`config.mk`:
```
export PLATFORM = sky130hd
export DESIGN_NAME = mlu_stream
export DESIGN_NICKNAME = d
export VERILOG_FILES = /design/src/rtl/mlu_stream.sv
export SDC_FILE = /design/constraint.sdc
export NUM_CORES = 2
export LEC_CHECK = 0
export CAP_MARGIN = 5
export CORE_AREA = 5 5 662 664
export CTS_CLUSTER_SIZE = 8
export DETAILED_ROUTE_END_ITERATION = 8
export DIE_AREA = 0 0 667 669
export PLACE_DENSITY = 0.3
export REMOVE_ABC_BUFFERS = 1
export SYNTH_ARGS = -nofsm -noshare
export SYNTH_HDL_FRONTEND = slang
export SYNTH_SLANG_ARGS = --single-unit
```
`constraint.sdc`:
```
create_clock -name clk -period 4 [get_ports clk]
set_clock_uncertainty 0.2 [all_clocks]
set_input_delay 0.6 -clock clk [delete_from_list [all_inputs] [get_ports clk]]
set_output_delay 0.6 -clock clk [all_outputs]
set_load 0.01 [all_outputs]
```
`src/rtl/mlu_stream.sv`:
```
// Pipelined mask-lookup unit: accepts a block of PIXELS pixels and rewrites LANES pixels per beat.
// Optional feature: define MLU_BLEND_EN to make mask code 11 blend (old + primary) >> 1.

module mlu_lane #(
  parameter int CBITS = 4
) (
  input  logic [1:0]         code,
  input  logic [3*CBITS-1:0] old_px,
  input  logic [3*CBITS-1:0] pri,
  input  logic [3*CBITS-1:0] sec,
  output logic [3*CBITS-1:0] new_px
);
  for (genvar c = 0; c < 3; c++) begin : g_ch
    logic [CBITS-1:0] o, p, s, n;
    assign o = old_px[c*CBITS +: CBITS];
    assign p = pri[c*CBITS +: CBITS];
    assign s = sec[c*CBITS +: CBITS];
`ifdef MLU_BLEND_EN
    // Sum at CBITS+1 so the carry survives into the halved result.
    logic [CBITS:0] sum;
    assign sum = {1'b0, o} + {1'b0, p};
    always_comb begin
      n = o;
      case (code)
        2'b00: n = o;
        2'b01: n = p;
        2'b10: n = s;
        2'b11: n = sum[CBITS:1];
        default: n = o;
      endcase
    end
`else
    always_comb begin
      n = o;
      case (code)
        2'b00:        n = o;
        2'b01:        n = p;
        2'b10, 2'b11: n = s;
        default:      n = o;
      endcase
    end
`endif
    assign new_px[c*CBITS +: CBITS] = n;
  end
endmodule

module mlu_stream #(
  parameter int PIXELS = 64,
  parameter int LANES  = 8,
  parameter int CBITS  = 4
) (
  input  logic                     clk,
  input  logic                     reset_n,
  input  logic                     in_valid,
  output logic                     in_ready,
  input  logic [PIXELS*CBITS-1:0]  in_reds,
  input  logic [PIXELS*CBITS-1:0]  in_greens,
  input  logic [PIXELS*CBITS-1:0]  in_blues,
  input  logic [2*PIXELS-1:0]      in_mask,
  input  logic [3*CBITS-1:0]       primary,
  input  logic [3*CBITS-1:0]       secondary,
  output logic                     out_valid,
  input  logic                     out_ready,
  output logic [PIXELS*CBITS-1:0]  out_reds,
  output logic [PIXELS*CBITS-1:0]  out_greens,
  output logic [PIXELS*CBITS-1:0]  out_blues,
  output logic                     busy
);
  localparam int BEATS = PIXELS / LANES;
  localparam int BW    = (BEATS > 1) ? $clog2(BEATS) : 1;
  localparam int PXW   = (PIXELS > 1) ? $clog2(PIXELS) : 1;
  localparam int CW    = 3 * CBITS;

  typedef enum logic [1:0] {IDLE, BUSY, DONE} state_t;
  typedef logic [PIXELS-1:0][CBITS-1:0] plane_t;

  state_t                 state_q, state_d;
  logic [BW-1:0]          beat_q, beat_d;
  plane_t                 r_q, g_q, b_q, r_d, g_d, b_d;
  logic [PIXELS-1:0][1:0] mask_q, mask_d;
  logic [CW-1:0]          pri_q, pri_d, sec_q, sec_d;
  logic                   in_ready_q, out_valid_q, busy_q;

  logic [LANES-1:0][CW-1:0]  old_px, new_px;
  logic [LANES-1:0][1:0]     code;
  logic [LANES-1:0][PXW-1:0] pix;

  for (genvar l = 0; l < LANES; l++) begin : g_lane
    assign pix[l]    = PXW'(int'(beat_q) * LANES + l);
    assign old_px[l] = {r_q[pix[l]], g_q[pix[l]], b_q[pix[l]]};
    assign code[l]   = mask_q[pix[l]];
    mlu_lane #(.CBITS(CBITS)) u_lane (
      .code   (code[l]),
      .old_px (old_px[l]),
      .pri    (pri_q),
      .sec    (sec_q),
      .new_px (new_px[l])
    );
  end

  always_comb begin
    state_d = state_q;
    beat_d  = beat_q;
    r_d     = r_q;
    g_d     = g_q;
    b_d     = b_q;
    mask_d  = mask_q;
    pri_d   = pri_q;
    sec_d   = sec_q;
    case (state_q)
      IDLE: if (in_valid) begin
        r_d     = in_reds;
        g_d     = in_greens;
        b_d     = in_blues;
        mask_d  = in_mask;
        pri_d   = primary;
        sec_d   = secondary;
        beat_d  = '0;
        state_d = BUSY;
      end
      BUSY: begin
        for (int l = 0; l < LANES; l++)
          {r_d[pix[l]], g_d[pix[l]], b_d[pix[l]]} = new_px[l];
        if (beat_q == BW'(BEATS - 1)) state_d = DONE;
        else                          beat_d  = beat_q + 1'b1;
      end
      DONE: if (out_ready) state_d = IDLE;
      default: state_d = IDLE;
    endcase
  end

  // Handshake flags are registered alongside the state so they track it exactly.
  always_ff @(posedge clk or negedge reset_n) begin
    if (!reset_n) begin
      state_q     <= IDLE;
      beat_q      <= '0;
      r_q         <= '0;
      g_q         <= '0;
      b_q         <= '0;
      mask_q      <= '0;
      pri_q       <= '0;
      sec_q       <= '0;
      in_ready_q  <= 1'b1;
      out_valid_q <= 1'b0;
      busy_q      <= 1'b0;
    end else begin
      state_q     <= state_d;
      beat_q      <= beat_d;
      r_q         <= r_d;
      g_q         <= g_d;
      b_q         <= b_d;
      mask_q      <= mask_d;
      pri_q       <= pri_d;
      sec_q       <= sec_d;
      in_ready_q  <= (state_d == IDLE);
      out_valid_q <= (state_d == DONE);
      busy_q      <= (state_d != IDLE);
    end
  end

  assign in_ready   = in_ready_q;
  assign out_valid  = out_valid_q;
  assign busy       = busy_q;
  assign out_reds   = out_valid_q ? r_q : '0;
  assign out_greens = out_valid_q ? g_q : '0;
  assign out_blues  = out_valid_q ? b_q : '0;
endmodule

```
Word-level counts from Yosys, hierarchy flattened
Index checks and enable logic that the tools add are counted.
{"block": "classes", "n_addsub": 8, "magnitude_cmp": 16, "eq_ne": 30, "n_mux": 144, "n_reduce_logical": 31}
{"op": "$bwmux W256", "n": 24}
{"op": "$mux W256", "n": 6}
{"op": "$pmux W256 S2", "n": 3}
{"op": "$bmux W4 S6", "n": 21}
{"op": "$pmux W4 S3", "n": 24}
{"op": "$demux W4 S6", "n": 7}
{"op": "$mux W4", "n": 32}
{"op": "$bmux W2 S6", "n": 7}
{"op": "$lt A6 B7 Y1 const B", "n": 8}
{"op": "$ge A6 B1 Y1 const B", "n": 8}
{"op": "$bmux W4 S3", "n": 3}
{"op": "$eq A2 B2 Y1 const B", "n": 18}
{"op": "$add A6 B3 Y6 const B", "n": 4}
{"op": "$mux W2", "n": 11}
{"op": "$logic_not A2 Y1", "n": 10}
{"op": "$eq A2 B1 Y1 const B", "n": 9}
{"op": "$reduce_or A2 Y1", "n": 8}
{"op": "$add A6 B2 Y6 const B", "n": 2}
{"op": "$demux W4 S3", "n": 1}
{"op": "$logic_and A1 B1 Y1", "n": 8}
{"op": "$add A6 B1 Y6 const B", "n": 1}
{"op": "$bmux W2 S3", "n": 1}
{"op": "$mux W3", "n": 2}
{"op": "$pmux W2 S3", "n": 1}
{"op": "other kinds (7)", "n": 10}
{"block": "totals", "reg_bits": 928, "inputBits": 924, "out_inout_bits": 771, "elab_cells": 492}

Depth between registers and ports, before layout
{"block": "depth", "depth_word": 14, "ltp_mapped": 11, "depth_no_buf": 6}

By module
Synthesis repeated with hierarchy kept, for this count alone.
{"block": "hier_totals", "hier_cells": 4947, "hier_area_um2": 57111.0}
{"mod": "mlu_stream", "instances": 1, "cells_per_inst": 4635, "area_each_um2": 55119.1, "seq_area_each_um2": 23223.5}
{"mod": "mlu_lane", "instances": 8, "cells_per_inst": 39, "area_each_um2": 249.0, "seq_area_each_um2": 0.0}

Worst setup path before layout
Ideal clock, no wire load.
{"block": "synth_path", "path_type": "register to register", "startpoint": "register beat_q[0]", "endpoint": "register g_q[172] (netlist name)", "setup_ps": 138, "arrival_ps": 2339, "required_ps": 3662, "slack_ps": 1323, "path_stages_with_launch": 10, "path_buffers": 5, "period_less_slack_ps": 2677, "path_cell_list": "dfrtp_1 > buf_6 > buf_6 > buf_4 > buf_2 > buf_2 > mux4_2 > mux2_2 > a222oi_1 > o21ai_0"}
{"block": "synth_between", "elab_chain_cells": 14, "word_cells_on_any_way": 131, "cone_classes": "add/sub: 7; order compare: 14; eq/ne: 24; mux: 63; reduce/logical: 23"}
{"element": "from (decl)", "line": "78", "text": "logic [BW-1:0] beat_q, beat_d;"}
{"element": "from (signal assigned)", "line": "148", "text": "beat_q <= beat_d;"}
{"element": "$add A6 B1 Y6 or $bmux W2 S3 (tied branches)", "line": "89, 91"}
{"element": "$bmux W2 S6 or $mux W2 (tied branches)", "line": "91", "text": "assign code[l] = mask_q[pix[l]];"}
{"element": "$mux W2 (implied by the code) or $eq A2 B2 Y1 (tied branches)", "line": "91, 35"}
{"element": "$eq A2 B2 Y1 or $reduce_or A2 Y1 (tied branches)", "line": "35", "text": "case (code)"}
{"element": "$reduce_or A2 Y1 or $pmux W4 S3 (tied branches)", "line": "35"}
{"element": "$pmux W4 S3 or $bwmux W256 (tied branches)", "line": "35, 123"}
{"element": "$bwmux W256 (6 in series)", "line": "123", "text": "{r_d[pix[l]], g_d[pix[l]], b_d[pix[l]]} = new_px[l];"}
{"element": "$bwmux W256 *", "line": "123"}
{"element": "$pmux W256 S2 *", "line": "110", "text": "case (state_q)"}
{"element": "to (signal assigned)", "line": "150", "text": "g_q <= g_d;"}
{"element": "to (decl)", "line": "79", "text": "plane_t r_q, g_q, b_q, r_d, g_d, b_d;"}
Mark *: on every way between the ends. The rest lies on a longest branch, timed or not. The select of a mux whose other input is x is not followed.
A chain may end at the register's enable or synchronous reset.

Worst setup path after layout
{"block": "layout_path", "startpoint": "register beat_q[0]", "endpoint": "register r_q[96] (netlist name)"}
{"block": "layout_between", "elab_chain_cells": 14, "word_cells_on_any_way": 136, "cone_classes": "add/sub: 7; order compare: 16; eq/ne: 24; mux: 65; reduce/logical: 24"}
{"element": "$add A6 B1 Y6 or $bmux W2 S3 (tied branches)", "line": "89, 91"}
{"element": "$bmux W2 S6 or $mux W2 (tied branches)", "line": "91"}
{"element": "$mux W2 (implied by the code) or $eq A2 B2 Y1 (tied branches)", "line": "91, 35"}
{"element": "$eq A2 B2 Y1 or $reduce_or A2 Y1 (tied branches)", "line": "35"}
{"element": "$reduce_or A2 Y1 or $pmux W4 S3 (tied branches)", "line": "35"}
{"element": "$pmux W4 S3 or $bwmux W256 (tied branches)", "line": "35, 123"}
{"element": "$bwmux W256 (6 in series)", "line": "123"}
{"element": "$bwmux W256 *", "line": "123"}
{"element": "$pmux W256 S2 *", "line": "110"}
{"element": "to (signal assigned)", "line": "149", "text": "r_q <= r_d;"}
{"element": "to (decl)", "line": "79"}
Marks and branches as above.

==> metrics.txt <==
status=finished, violations left; failing checks=DRC; first-pass GRT wire length=786000 um; Crit Path Class=reg2reg; CP max stage cell=dfrtp_4; die width=667 um; Reg2Reg Setup Slack=0.04 ns; Die ar.=446000 sq um; I/O pin count=1695; M2 GR Usage=44.8%; Leakage=32.6 nW; worst-margin pin slew=1.45 ns; initial antenna violation count=355; FF-to-FF path depth=8; Reg clk slew, reported paths=0.08 ns; Starting Density=12.2%; critical-path cell list=buf_12 -> buf_4 -> mux2_2 -> nand2_1 -> o211ai_1 -> buf_12 -> a222oi_1 -> o21ai_0; terminus of the critical flop-to-flop path=r_q[96]; worst setup path startpoint=beat_q[0]; Final ANT Viol Nets=0; IO buf count=1694; post-route insts no fill=12800; RR Startpoint=beat_q[0]; num rows=242; Min-Delay Path Class=in2async; clock insertion delay at the later pin of the skew report=0.94 ns; GRT Overall Usage=27.4%; hpwl dp=505000 um; Final setup viols=0; commonest non-fill, non-tap cells in the layout=clkdlybuf4s50_1, dfrtp_1, and2_1; post-synth top area cell=dfrtp_1; number of global-route vias before repair=61700; CP Capture Type=register; total power=84.2 mW; worst setup margin=0.0412 ns; Startpoint Class=register; PwrDens=985 nW/um^2; max incr delay on CP=0.57 ns; WP depth=8; syn avg cell area=10.5 sq um; CP delay by family, top=compound AO/OA/AOI/OAI gates; fmax=253 MHz; most frequent CP cell=buf_12; largest net degree at the start of global routing=106; critical path arrival=4.44 ns; CP bufs+invs=3; max-capacitance violation count=0; DRT Pass-1 Iters=9; worst-path fanout max=77; Final Wtd Congestion=0.888; CTS Root Cell=clkbuf_16; leading cell type in the layout, fill and taps excluded=clkdlybuf4s50_1; Worst setup endpoint=r_q[96]; CTS tree=built; Max-Slew Margin vs Limit=3.19%; CP required=4.48 ns; sequential fraction of the synthesis area=44.1%; Core Area=432000 sq um; cell count after synthesis=5022; Placed Instances=12400; unrepaired setup endpoints after global routing=no; Seq cells post-synth=928; VDD IR max=0.963 mV; share of layout cells above drive strength 1=19.4%; pre-CTS WS=0.211 ns; max-slew violations=0; # DRC=11; fin crit share=99.0%; fill count=47600; routed len/inst=50.1 um; Synth top area share=44.0%; Max Root-Sink Buffers=4; cts bufs inserted=152; initial drt markers=10400; # nets final=7782; Die Ht=669 um; final hold vios=0; Yosys cell types=57; WL final=641000 um; GR peak layer=met2; Global Route met1 Usage=31.7%; FFs w/ async S/R, synth=100%; synth warn=0; Synth Flop Type=dfrtp_1; synth top area cells=dfrtp_1, a222oi_1, and2_1, o21ai_0, mux2_2; crit path time final=3.96 ns; via count=62400; area grow syn2layout=62.2%; GRT overflow=0; Sinks on Clock Net=928; Post-synth EDFFs=0; met3 Use GR=10.1%; vias per std cell=4.87; Post-Syn Area=52700 sq um; H-Tree Depth=4
==> power by group <==
part / internal [mW] / total, mW / switching [mW]
combinational: 16.3 / 49.7 / 33.5
clock: 7.78 / 13.5 / 5.73
sequential: 14.2 / 21.0 / 6.81
==> Yosys cell counts, types with 14 or more instances <==
cell type,number
a21oi_1,51
a222oi_1,576
a22o_1,30
a22oi_1,178
and2_1,785
buf_1,25
buf_2,51
buf_4,14
clkbuf_1,432
dfrtp_1,927
inv_1,29
mux2_2,239
mux2i_1,193
mux4_2,118
nand2_1,215
nand2b_1,14
nor2_1,127
o211ai_1,79
o21ai_0,631
o21ai_1,39
o221ai_1,90
o22ai_1,42
==> layer usage <==
| layer | up-vias | wire, um |
|---|---|---|
| met5 | - | 552 |
| met4 | 90 | 35900 |
| met3 | 1136 | 65800 |
| met2 | 4736 | 298000 |
| met1 | 32800 | 241000 |
| li1 | 23700 | - |
==> stage by stage <==
| step | utilization, % | TNS [ns] | instance area [sq um] | hold slack [ns] |
|---|---|---|---|---|
| 3_3_place_gp | 18.6 | -26.19 | 80400 | 0.288 |
| 4_1_cts | 19.7 | 0 | 85100 | 0.00281 |
| 2_1_floorplan | - | - | 50600 | 0.104 |
| 5_1_grt | 19.7 | 0 | 85300 | 0.0504 |
| 6_report | 19.8 | 0 | 85500 | 0.0123 |
| 3_5_place_dp | 18.6 | 0 | 80400 | 0.291 |
==> area by class of cell <==
cell class	instances	area (sq um)	area share, %
multi-input cells	3538	27900	32.6
flip-flops and latches	928	23300	27.2
repair buffers	2207	22100	25.8
well taps	5734	7170	8.39
clock buffers	203	4210	4.92
clock inverters	26	449	0.525
diodes	141	353	0.413
inverters	29	114	0.133
==> kinds of logic (layout without fill, tap and decap cells) <==
logic type / after synthesis / count (layout) / share of synthesized area [%]
fa+ha+maj: 2 / 2 / 0.0475
compound gates: 1792 / 1792 / 25.1
buf+inv: 556 / 2465 / 4.25
simple gates: 1186 / 1186 / 12.5
other cells: 0 / 141 / 0
mux: 558 / 558 / 14.0
flops: 928 / 928 / 44.1
==> registers in the layout, indices dropped and copies added (netlist names), 2 cells and up <==
name / count
b_q: 256
state_q: 2
g_q: 256
pri_q: 12
beat_q: 3
r_q: 256
mask_q: 128
sec_q: 12
==> worst min-delay path by stage <==
stage | endpoint | start
finish | pri_q[2] | reset_n
floorplan | b_q[0] | reset_n
global route | mask_q[63] | in_mask[63]
detailed placement | mask_q[12] | mask_q[12]
CTS | mask_q[63] | in_mask[63]
global placement | mask_q[124] | mask_q[124]
==> worst register-to-register path, delay by kind of cell, from the launching register on <==
family                 cells  cell delay [ns]
AOI/OAI and AO/OA          3             1.11
DFF                        1             0.57
and+or+nand+nor            1             0.47
buffers and inverters      3             0.92
muxes                      1             0.47
==> what timing repair did <==
| action | 4_1_cts | 5_1_grt |
|---|---|---|
| setup buffers | 0 | 0 |
| setup endpoints to repair | 31 | 3 |
| gates resized for setup | 6 | 2 |
| hold buffers | 2 | 0 |
| endpoints found under the hold margin | 28 | 0 |
| gates cloned | 1 | 0 |
Note: power is estimated with default switching activity, not from simulation.
